===== src/rtl/leddc_pkg.sv =====
// Shared types and defaults for the LEDDC grayscale PWM engine.
// Pure declarations: no latency, no backpressure.
package leddc_pkg;

    typedef enum logic [1:0] {
        IDLE = 2'd0,
        RUN  = 2'd1,
        DONE = 2'd2
    } state_t;

    localparam logic MODE_NORMAL   = 1'b0;
    localparam logic MODE_SCRAMBLE = 1'b1;

    localparam int CH_DEF = 16;
    localparam int GW_DEF = 16;
    localparam int S_DEF  = 4;

endpackage


===== src/rtl/leddc_pwm_gen_if.sv =====
// Control/data bundle between scan logic and the PWM engine; dim exists only with LEDDC_DIM_EN.
// Wires only: no latency, no backpressure (writes are always accepted).
interface leddc_pwm_gen_if #(
    parameter int CH = 16,
    parameter int GW = 16
);
    localparam int CW = (CH > 1) ? $clog2(CH) : 1;

    logic          Vsync;
    logic          mode;
    logic          wr_en;
    logic [CW-1:0] wr_ch;
    logic [GW-1:0] wr_data;
`ifdef LEDDC_DIM_EN
    logic [2:0]    dim;
`endif
    logic [CH-1:0] OUT;
    logic          line_done;
    logic          busy;

`ifdef LEDDC_DIM_EN
    modport master (output Vsync, mode, wr_en, wr_ch, wr_data, dim,
                    input  OUT, line_done, busy);
    modport slave  (input  Vsync, mode, wr_en, wr_ch, wr_data, dim,
                    output OUT, line_done, busy);
`else
    modport master (output Vsync, mode, wr_en, wr_ch, wr_data,
                    input  OUT, line_done, busy);
    modport slave  (input  Vsync, mode, wr_en, wr_ch, wr_data,
                    output OUT, line_done, busy);
`endif

endinterface


===== src/rtl/leddc_pwm_cmp.sv =====
// Per-channel PWM comparator: on = pos < (gray >> dim); dim input only with LEDDC_DIM_EN.
// Purely combinational, no backpressure.
module leddc_pwm_cmp #(
    parameter int GW = 16
) (
    input  logic [GW-1:0] gray,
    input  logic [GW-1:0] pos,
`ifdef LEDDC_DIM_EN
    input  logic [2:0]    dim,
`endif
    output logic          on
);

    logic [GW-1:0] eff;

`ifdef LEDDC_DIM_EN
    assign eff = gray >> dim;
`else
    assign eff = gray;
`endif

    assign on = (pos < eff);

endmodule


===== src/rtl/leddc_pwm_gen.sv =====
// Double-buffered grayscale PWM engine, conventional or bit-rotated (scrambled) order; LEDDC_DIM_EN adds dim.
// OUT is registered, one cycle behind the count; shadow writes are always accepted, no backpressure.
module leddc_pwm_gen
    import leddc_pkg::*;
#(
    parameter int CH = CH_DEF,
    parameter int GW = GW_DEF,
    parameter int S  = S_DEF
) (
    input  logic           GCK,
    input  logic           rst,
    leddc_pwm_gen_if.slave bus
);

    localparam int            CW      = (CH > 1) ? $clog2(CH) : 1;
    localparam logic [GW-1:0] CNT_MAX = '1;

    state_t        state_q, state_d;
    logic [GW-1:0] shadow_q [CH];
    logic [GW-1:0] shadow_d [CH];
    logic [GW-1:0] active_q [CH];
    logic [GW-1:0] active_d [CH];
    logic [GW-1:0] cnt_q, cnt_d;
    logic          mode_q, mode_d;
    logic          vs_q, vs_d;
    logic [CH-1:0] out_q, out_d;
    logic          line_done_q, line_done_d;
`ifdef LEDDC_DIM_EN
    logic [2:0]    dim_q, dim_d;
`endif

    logic          rise;
    logic [GW-1:0] pos;
    logic [CH-1:0] hit;

    assign vs_d = bus.Vsync;
    assign rise = bus.Vsync & ~vs_q;

    // Rotating the count spreads each channel's on-time over 2^S segments.
    always_comb begin
        pos = cnt_q;
        if (mode_q == MODE_SCRAMBLE) begin
            pos = {cnt_q[GW-S-1:0], cnt_q[GW-1:GW-S]};
        end
    end

    for (genvar c = 0; c < CH; c++) begin : g_ch
        leddc_pwm_cmp #(.GW(GW)) u_cmp (
            .gray (active_q[c]),
            .pos  (pos),
`ifdef LEDDC_DIM_EN
            .dim  (dim_q),
`endif
            .on   (hit[c])
        );
    end

    // Out-of-range channel indices match no entry, so such writes drop silently.
    always_comb begin
        shadow_d = shadow_q;
        for (int c = 0; c < CH; c++) begin
            if (bus.wr_en && (bus.wr_ch == CW'(c))) begin
                shadow_d[c] = bus.wr_data;
            end
        end
    end

    always_comb begin
        state_d     = state_q;
        cnt_d       = cnt_q;
        active_d    = active_q;
        mode_d      = mode_q;
        out_d       = '0;
        line_done_d = 1'b0;
`ifdef LEDDC_DIM_EN
        dim_d       = dim_q;
`endif
        case (state_q)
            IDLE: begin
                if (rise) begin
                    // shadow_q is the pre-write value when a write shares this edge.
                    active_d = shadow_q;
                    mode_d   = bus.mode;
`ifdef LEDDC_DIM_EN
                    dim_d    = bus.dim;
`endif
                    cnt_d    = '0;
                    state_d  = RUN;
                end
            end
            RUN: begin
                if (!bus.Vsync) begin
                    cnt_d   = '0;
                    state_d = IDLE;
                end else begin
                    out_d = hit;
                    cnt_d = cnt_q + 1'b1;
                    if (cnt_q == CNT_MAX) begin
                        line_done_d = 1'b1;
                        state_d     = DONE;
                    end
                end
            end
            DONE: begin
                if (!bus.Vsync) begin
                    state_d = IDLE;
                end
            end
            default: begin
                state_d = IDLE;
            end
        endcase
    end

    always_ff @(posedge GCK or negedge rst) begin
        if (!rst) begin
            state_q     <= IDLE;
            cnt_q       <= '0;
            mode_q      <= 1'b0;
            vs_q        <= 1'b0;
            out_q       <= '0;
            line_done_q <= 1'b0;
`ifdef LEDDC_DIM_EN
            dim_q       <= 3'd0;
`endif
            for (int c = 0; c < CH; c++) begin
                shadow_q[c] <= '0;
                active_q[c] <= '0;
            end
        end else begin
            state_q     <= state_d;
            cnt_q       <= cnt_d;
            mode_q      <= mode_d;
            vs_q        <= vs_d;
            out_q       <= out_d;
            line_done_q <= line_done_d;
`ifdef LEDDC_DIM_EN
            dim_q       <= dim_d;
`endif
            shadow_q    <= shadow_d;
            active_q    <= active_d;
        end
    end

    assign bus.OUT       = out_q;
    assign bus.line_done = line_done_q;
    assign bus.busy      = (state_q == RUN);

endmodule

===== src/flat_wrapper.sv =====
// flat-port wrapper written by rule: the top's interface ports become plain ports
module leddc_pwm_gen_flat import leddc_pkg::*;
#(
    parameter int CH = CH_DEF,
    parameter int GW = GW_DEF,
    parameter int S  = S_DEF
)
  (GCK, rst, bus_Vsync, bus_mode, bus_wr_en, bus_wr_ch, bus_wr_data, bus_OUT, bus_line_done, bus_busy);
  leddc_pwm_gen_if #(.CH(CH), .GW(GW)) bus_i ();
  input  logic GCK;
  input  logic rst;
  input wire logic [$bits(bus_i.Vsync)-1:0] bus_Vsync;
  input wire logic [$bits(bus_i.mode)-1:0] bus_mode;
  input wire logic [$bits(bus_i.wr_en)-1:0] bus_wr_en;
  input wire logic [$bits(bus_i.wr_ch)-1:0] bus_wr_ch;
  input wire logic [$bits(bus_i.wr_data)-1:0] bus_wr_data;
  output wire logic [$bits(bus_i.OUT)-1:0] bus_OUT;
  output wire logic [$bits(bus_i.line_done)-1:0] bus_line_done;
  output wire logic [$bits(bus_i.busy)-1:0] bus_busy;
  assign bus_i.Vsync = bus_Vsync;
  assign bus_i.mode = bus_mode;
  assign bus_i.wr_en = bus_wr_en;
  assign bus_i.wr_ch = bus_wr_ch;
  assign bus_i.wr_data = bus_wr_data;
  assign bus_OUT = bus_i.OUT;
  assign bus_line_done = bus_i.line_done;
  assign bus_busy = bus_i.busy;
  leddc_pwm_gen #(.CH(CH), .GW(GW), .S(S)) u_core (.GCK(GCK), .rst(rst), .bus(bus_i));
endmodule

===== config.mk =====
export PLATFORM = sky130hd
export DESIGN_NAME = leddc_pwm_gen_flat
export DESIGN_NICKNAME = d
export VERILOG_FILES = /design/src/rtl/leddc_pkg.sv /design/src/rtl/leddc_pwm_gen_if.sv /design/src/rtl/leddc_pwm_cmp.sv /design/src/rtl/leddc_pwm_gen.sv /design/src/flat_wrapper.sv
export SDC_FILE = /design/constraint.sdc
export NUM_CORES = 1
export LEC_CHECK = 0
export ABC_CLOCK_PERIOD_IN_PS = 4410
export BUFFER_PORTS_ARGS = -buffer_cell sky130_fd_sc_hd__buf_2
export CORE_ASPECT_RATIO = 0.75
export CORE_UTILIZATION = 43
export CTS_CLUSTER_SIZE = 8
export DETAILED_ROUTE_END_ITERATION = 12
export GPL_TIMING_DRIVEN = 0
export PLACE_DENSITY = 0.61
export SETUP_SLACK_MARGIN = 0.5
export SYNTH_ARGS = -nofsm -noshare
export SYNTH_HDL_FRONTEND = slang
export SYNTH_SLANG_ARGS = --single-unit

===== constraint.sdc =====
create_clock -name GCK -period 4.41 [get_ports GCK]
set_input_delay 1.1025 -clock GCK [delete_from_list [all_inputs] [get_ports GCK]]
set_output_delay 1.1025 -clock GCK [all_outputs]
set_load 0.005 [all_outputs]

# --- Yosys cells after proc, flatten, opt, wreduce, memory -nomap -nowiden ---
# Index checks and enable logic that the tools add are counted.
# Widths: inputs -> output; s select.
op_classes:
  add_sub_neg: 1
  order_cmp: 16
  n_eq_ne: 21
  n_mux: 14
  n_bitwise: 2
  n_reduce_logical: 22
op_table:
  columns: ["cell", "count"]
  rows:
  - ["$lt 16x16->1", 16]
  - ["$mux 16", 5]
  - ["$eq 4x4->1 const B", 8]
  - ["$pmux 16 s2", 1]
  - ["$add 16x1->16 const B", 1]
  - ["$eq 16x16->1 const B", 1]
  - ["$eq 4x3->1 const B", 4]
  - ["$logic_and 1x1->1", 16]
  - ["$eq 4x2->1 const B", 2]
  - ["$mux 2", 4]
  - ["$pmux 2 s3", 1]
  - ["$eq 4x1->1 const B", 1]
  - ["$logic_not 4->1", 1]
  - ["$reduce_and 2->1", 2]
  - ["$mux 1", 3]
  - ["$ne 3x2->1 const B", 1]
  - ["$reduce_and 3->1", 1]
  - ["$eq 2x1->1 const B", 1]
  - ["$eq 2x2->1 const B", 1]
  - ["$logic_not 2->1", 1]
  - ["$ne 2x1->1 const B", 1]
  - ["$ne 2x2->1 const B", 1]
  - ["$reduce_bool 2->1", 1]
  - ["$and 1x1->1", 1]
  - ["$not 1->1", 1]
word_totals:
  regBits: 549
  in_bits: 25
  output_inout_bits: 18
  wordCells: 114

# --- Longest topological paths before layout ---
depth:
  word_depth: 4
  ltp_mapped: 9
  ltp_nobuf: 7

# --- By module ---
# From an unflattened synthesis, not the netlist that was laid out.
hier_totals:
  cells_unflattened: 2663
  area_unflattened_um2: 26949.6
modules_own_cells:
  columns: ["mod", "n_inst", "cells_each", "area_per_inst_um2", "seq_area_each_um2"]
  rows:
  - ["leddc_pwm_gen", 1, 1831, 20943.8, 13738.2]
  - ["leddc_pwm_cmp", 16, 52, 375.4, 0.0]

# --- Worst setup path before layout ---
# No wires, ideal clock.
synth_timing:
  path_type: "register to register"
  startpoint: "register u_core.mode_q"
  endpoint: "register u_core.out_q[9] (netlist: u_core.bus.OUT[9])"
  arrival_ns: 2.352
  t_required_ns: 4.270
  path_slack_ns: 1.918
  path_stages_with_launch: 10
  path_buffers: 2
  cell_sequence: "dfrtp_1 > buf_4 > clkbuf_1 > mux2_2 > ha_1 > nand4_1 > a311oi_1 > nor3_1 > o31ai_1 > a41oi_1"
synth_between:
  elab_chain_len: 4
synth_lines:
  columns: ["item", "line", "rtl"]
  rows:
  - ["start, declared", "leddc_pwm_gen.sv:24", "logic mode_q, mode_d;"]
  - ["start signal, assigned", "leddc_pwm_gen.sv:133", "mode_q <= mode_d;"]
  - ["$mux 16", "leddc_pwm_gen.sv:42", "if (mode_q == MODE_SCRAMBLE) begin"]
  - ["$lt 16x16->1", "leddc_pwm_cmp.sv:22", "assign on = (pos < eff);"]
  - ["$mux 16", "leddc_pwm_gen.sv:92", "if (!bus.Vsync) begin"]
  - ["$mux 16", "leddc_pwm_gen.sv:78", "case (state_q)"]
  - ["named net u_core.out_d[9]", "leddc_pwm_gen.sv:26", "logic [CH-1:0] out_q, out_d;"]
  - ["end signal, assigned", "leddc_pwm_gen.sv:135", "out_q <= out_d;"]
  - ["end, declared", "leddc_pwm_gen.sv:26", null]
# The timed path passes the listed nets, and every way through them passes these cells.
# A chain may end at the register's enable or synchronous reset.

# --- Final worst setup path ---
# Same ends and word-level chain as after synthesis.

==> flow_summary.ini <==
[timing]
finalSetupTns_ns = 0
worstMarginPinSlew_ns = 1.503
skew_ns = 0.01774
setup_ws_ns = 1.047
period_share_pct = 76.26
max_freq_mhz = 297.4
period_needed_ns = 3.363
slew_violations = 10
hold_violations = 0
slew_headroom_pct = -0.1872
setup_viol = 0
rsz0062_at_grt = no

[die]
io_pins = 43
die_x_um = 287.2
core_um2 = 60410
die_area_um2 = 62030
die_h_um = 215.9
start_util_pct = 43.44
fp-row-count = 78

[final_layout]
seq_area_um2 = 13740
nNetsFinal = 2757
antenna_cells = 0
final_area_um2 = 29690
drive_gt1_share_pct = 19.66
fillers = 5355
multi_input_area_um2 = 11090
areaGrowthSynthToFinish_pct = 13.15
layout.core_utilization_pct = 49.15
final_cells = 3297

[pwr]
irDropWorstVdd_uv = 299.7
leakage_nw = 14.05
p_per_area_nw_per_um2 = 506.6

[placement]
place_congestion = 0.8301
port_buffers = 42
dp_slack_ns = 1.113
dpl.hpwl_um = 45350
place_inst = 3211
place_area_um2 = 27600

[setup_path]
critPathMaxFanout = 16
timing.rr.end = u_core.bus.OUT[9]$_DFF_PN0_
worstPathRequired_ns = 4.86
cp-startpoint = u_core.mode_q$_DFFE_PN0P_
cp_slowest_cell = mux2_2
crit_path_cell_trace = buf_4 > clkbuf_1 > mux2_2 > ha_1 > nand4_1 > a311oi_1 > nor3_1 > o31ai_1 > a41oi_1
r2r_slack_ns = 1.05
crit_end = u_core.bus.OUT[9]$_DFF_PN0_
slowest_delay_ns = 0.74
critPathCaptureType = flip-flop
r2r_start = u_core.mode_q$_DFFE_PN0P_
startpoint_type = flip-flop
path_class = reg -> reg
ff2ff_path_depth = 9
arrival_ns = 3.81

[synth]
synth_warnings = 0
synth_seq_cells = 549
syn_avg_cell_area_um2 = 11.10
synthCells = 2364
synth_fp_nets = 2630
yosysUniqueCellTypes = 51
ys_seq_area_share_pct = 52.36
synth_area_um2 = 26240

[detailed_routing]
drtPass1Iterations = 5
drc = 0
initialDrtViolationCount = 1389
vias = 18221
drtAntennaViolNets = 0
viasPerCell = 5.527
route.detailed.wl_per_inst_um = 22.07
drt_wl_total_um = 72780

[clocking]
cts_tree = built
ctsHoldBuffers = 0
cts.clk_slew.worst_paths_ns = 0.05
ctsResizeCount = 0
cts.sinks = 549
htree_levels = 3
cts-root-buf = clkbuf_16
clk_latency_ns = 0.61
post_cts_buffers = 0
numCtsBuffers = 78
clock_path_buffers = 3

[global_route]
grt_pass1_vias = 18533
grt_max_degree = 112
gr-total-overflow = 0
antenna_found_initial = 3
grt_pass1_wl_um = 112100
track_usage_pct = 24.11

[run_status]
status = finished, violations left
violations = capacitance limit, slew limit

[worst_hold_path]
hold_path_class = in -> async

[flow_run]
drv_cap = 1
layout make-up:
| cell class | instances | share of cell area [%] |
|---|---|---|
| Buffer | 99 | 1.648 |
| Clock buffer | 82 | 6.911 |
| Clock inverter | 4 | 0.1306 |
| Inverter | 247 | 3.123 |
| Multi-Input combinational cell | 1469 | 37.34 |
| Sequential cell | 549 | 46.27 |
| Tap cell | 800 | 3.371 |
| Timing Repair Buffer | 47 | 1.205 |
kinds of logic (layout without fill, tap and decap cells):
family	after synthesis	in the layout	synth area share, %
flip-flops	549	549	52.36
AND/OR/NAND/NOR	471	471	8.058
AO/OA/AOI/OAI	459	459	9.699
multiplexers	289	289	12.70
buffers and inverters	346	479	5.398
XOR/XNOR	9	9	0.3004
adder cells (fa/ha/maj)	241	241	11.49
metrics by stage:
stage	hold WS (ns)	power, mW
2_1_floorplan	0.4444	8.746
3_3_place_gp	0.4530	9.517
3_5_place_dp	0.4623	9.696
4_1_cts	0.3953	15.13
5_1_grt	0.4120	15.87
6_report	0.4049	15.04
per-layer routing:
layer	up-vias	track usage [%]	routed length [um]
met5	-	0	0
met3	135	5.285	4782
met1	9216	35.13	34540
met4	0	6.365	1664
li1	8314	-	-
met2	556	36.14	31790
power breakdown:
group	switching (mW)	internal [mW]	total, mW
Sequential	0.492	6.26	6.75
Combinational	1.66	1.27	2.93
Clock	2.12	3.24	5.36
state kept, by name, indices dropped and copies added (netlist names):
name                  cells
u_core.active_q         256
u_core.shadow_q         256
u_core.bus.OUT           16
u_core.cnt_q             16
u_core.state_q            2
u_core.bus.line_done      1
u_core.mode_q             1
u_core.vs_q               1
critical path: cells and delay by family, from the launching register on:
| kind | cells | cell delay [ns] |
|---|---|---|
| AOI/OAI and AO/OA | 3 | 0.77 |
| adders and majority gates | 1 | 0.50 |
| buffers and inverters | 2 | 0.61 |
| DFF | 1 | 0.33 |
| muxes | 1 | 0.74 |
| and+or+nand+nor | 2 | 0.22 |
placed cells by master, fill, tap and decap left out, drive strengths merged, types with 2 or more instances in the layout:
cell,instances
xnor2,2
mux2,288
nand3,20
a31oi,4
a41oi,2
nand2b,7
and2,2
nand2,300
nor2b,2
and3,5
a211oi,14
xor2,7
buf,100
o211ai,9
ha,241
nand4,31
nor3,13
o21ai,291
a21oi,90
or3,3
clkbuf,128
clkinv,2
o31a,10
o31ai,3
a2111oi,15
dfrtp,549
inv,249
and4b,10
and4,7
nand3b,2
nor2,66
a21o,16
how the worst min path moves through the flow:
stage | startpoint | slack [ns] | cells past startpoint | end
floorplan | u_core.shadow_q[113]$_DFFE_PN0P_ | 0.44 | 2 | u_core.active_q[113]$_DFFE_PN0P_
global placement | u_core.shadow_q[227]$_DFFE_PN0P_ | 0.45 | 2 | u_core.active_q[227]$_DFFE_PN0P_
detailed placement | u_core.shadow_q[60]$_DFFE_PN0P_ | 0.46 | 2 | u_core.active_q[60]$_DFFE_PN0P_
CTS | rst | 0.40 | 1 | u_core.active_q[215]$_DFFE_PN0P_
global route | rst | 0.41 | 1 | u_core.active_q[215]$_DFFE_PN0P_
finish | rst | 0.40 | 1 | u_core.active_q[215]$_DFFE_PN0P_
synth_stat cells, drive strengths merged:
cell type	instances	area (um^2)
clkbuf	46	172.7
nor3	13	65.06
buf	53	316.5
and4	7	63.81
o2111ai	1	8.760
or3	3	18.77
inv	247	927.1
and2	2	12.51
nand4	31	193.9
o21ai	291	1456
dfrtp	549	13740
a22oi	1	7.510
a2111oi	15	150.2
nor4	1	6.260
nand2	300	1129
a21oi	90	450.4
and3	5	32.53
mux2	288	3318
o211ai	9	67.56
a311oi	1	8.760
a41oi	2	17.52
nand3b	2	40.04
xor2	7	61.31
nor4b	1	8.760
a211o	1	8.760
ha	241	3015
a22o	1	8.760
xnor2	2	17.52
a31oi	4	25.02
mux2i	1	13.76
nand3	20	105.1
nor2	66	270.3
nand2b	7	43.79
a211oi	14	105.1
nor3b	1	12.51
o31a	10	87.58
a21o	16	120.1
nor2b	2	12.51
and4b	10	100.1
o31ai	3	22.52
(Power assumes the default switching activity.)
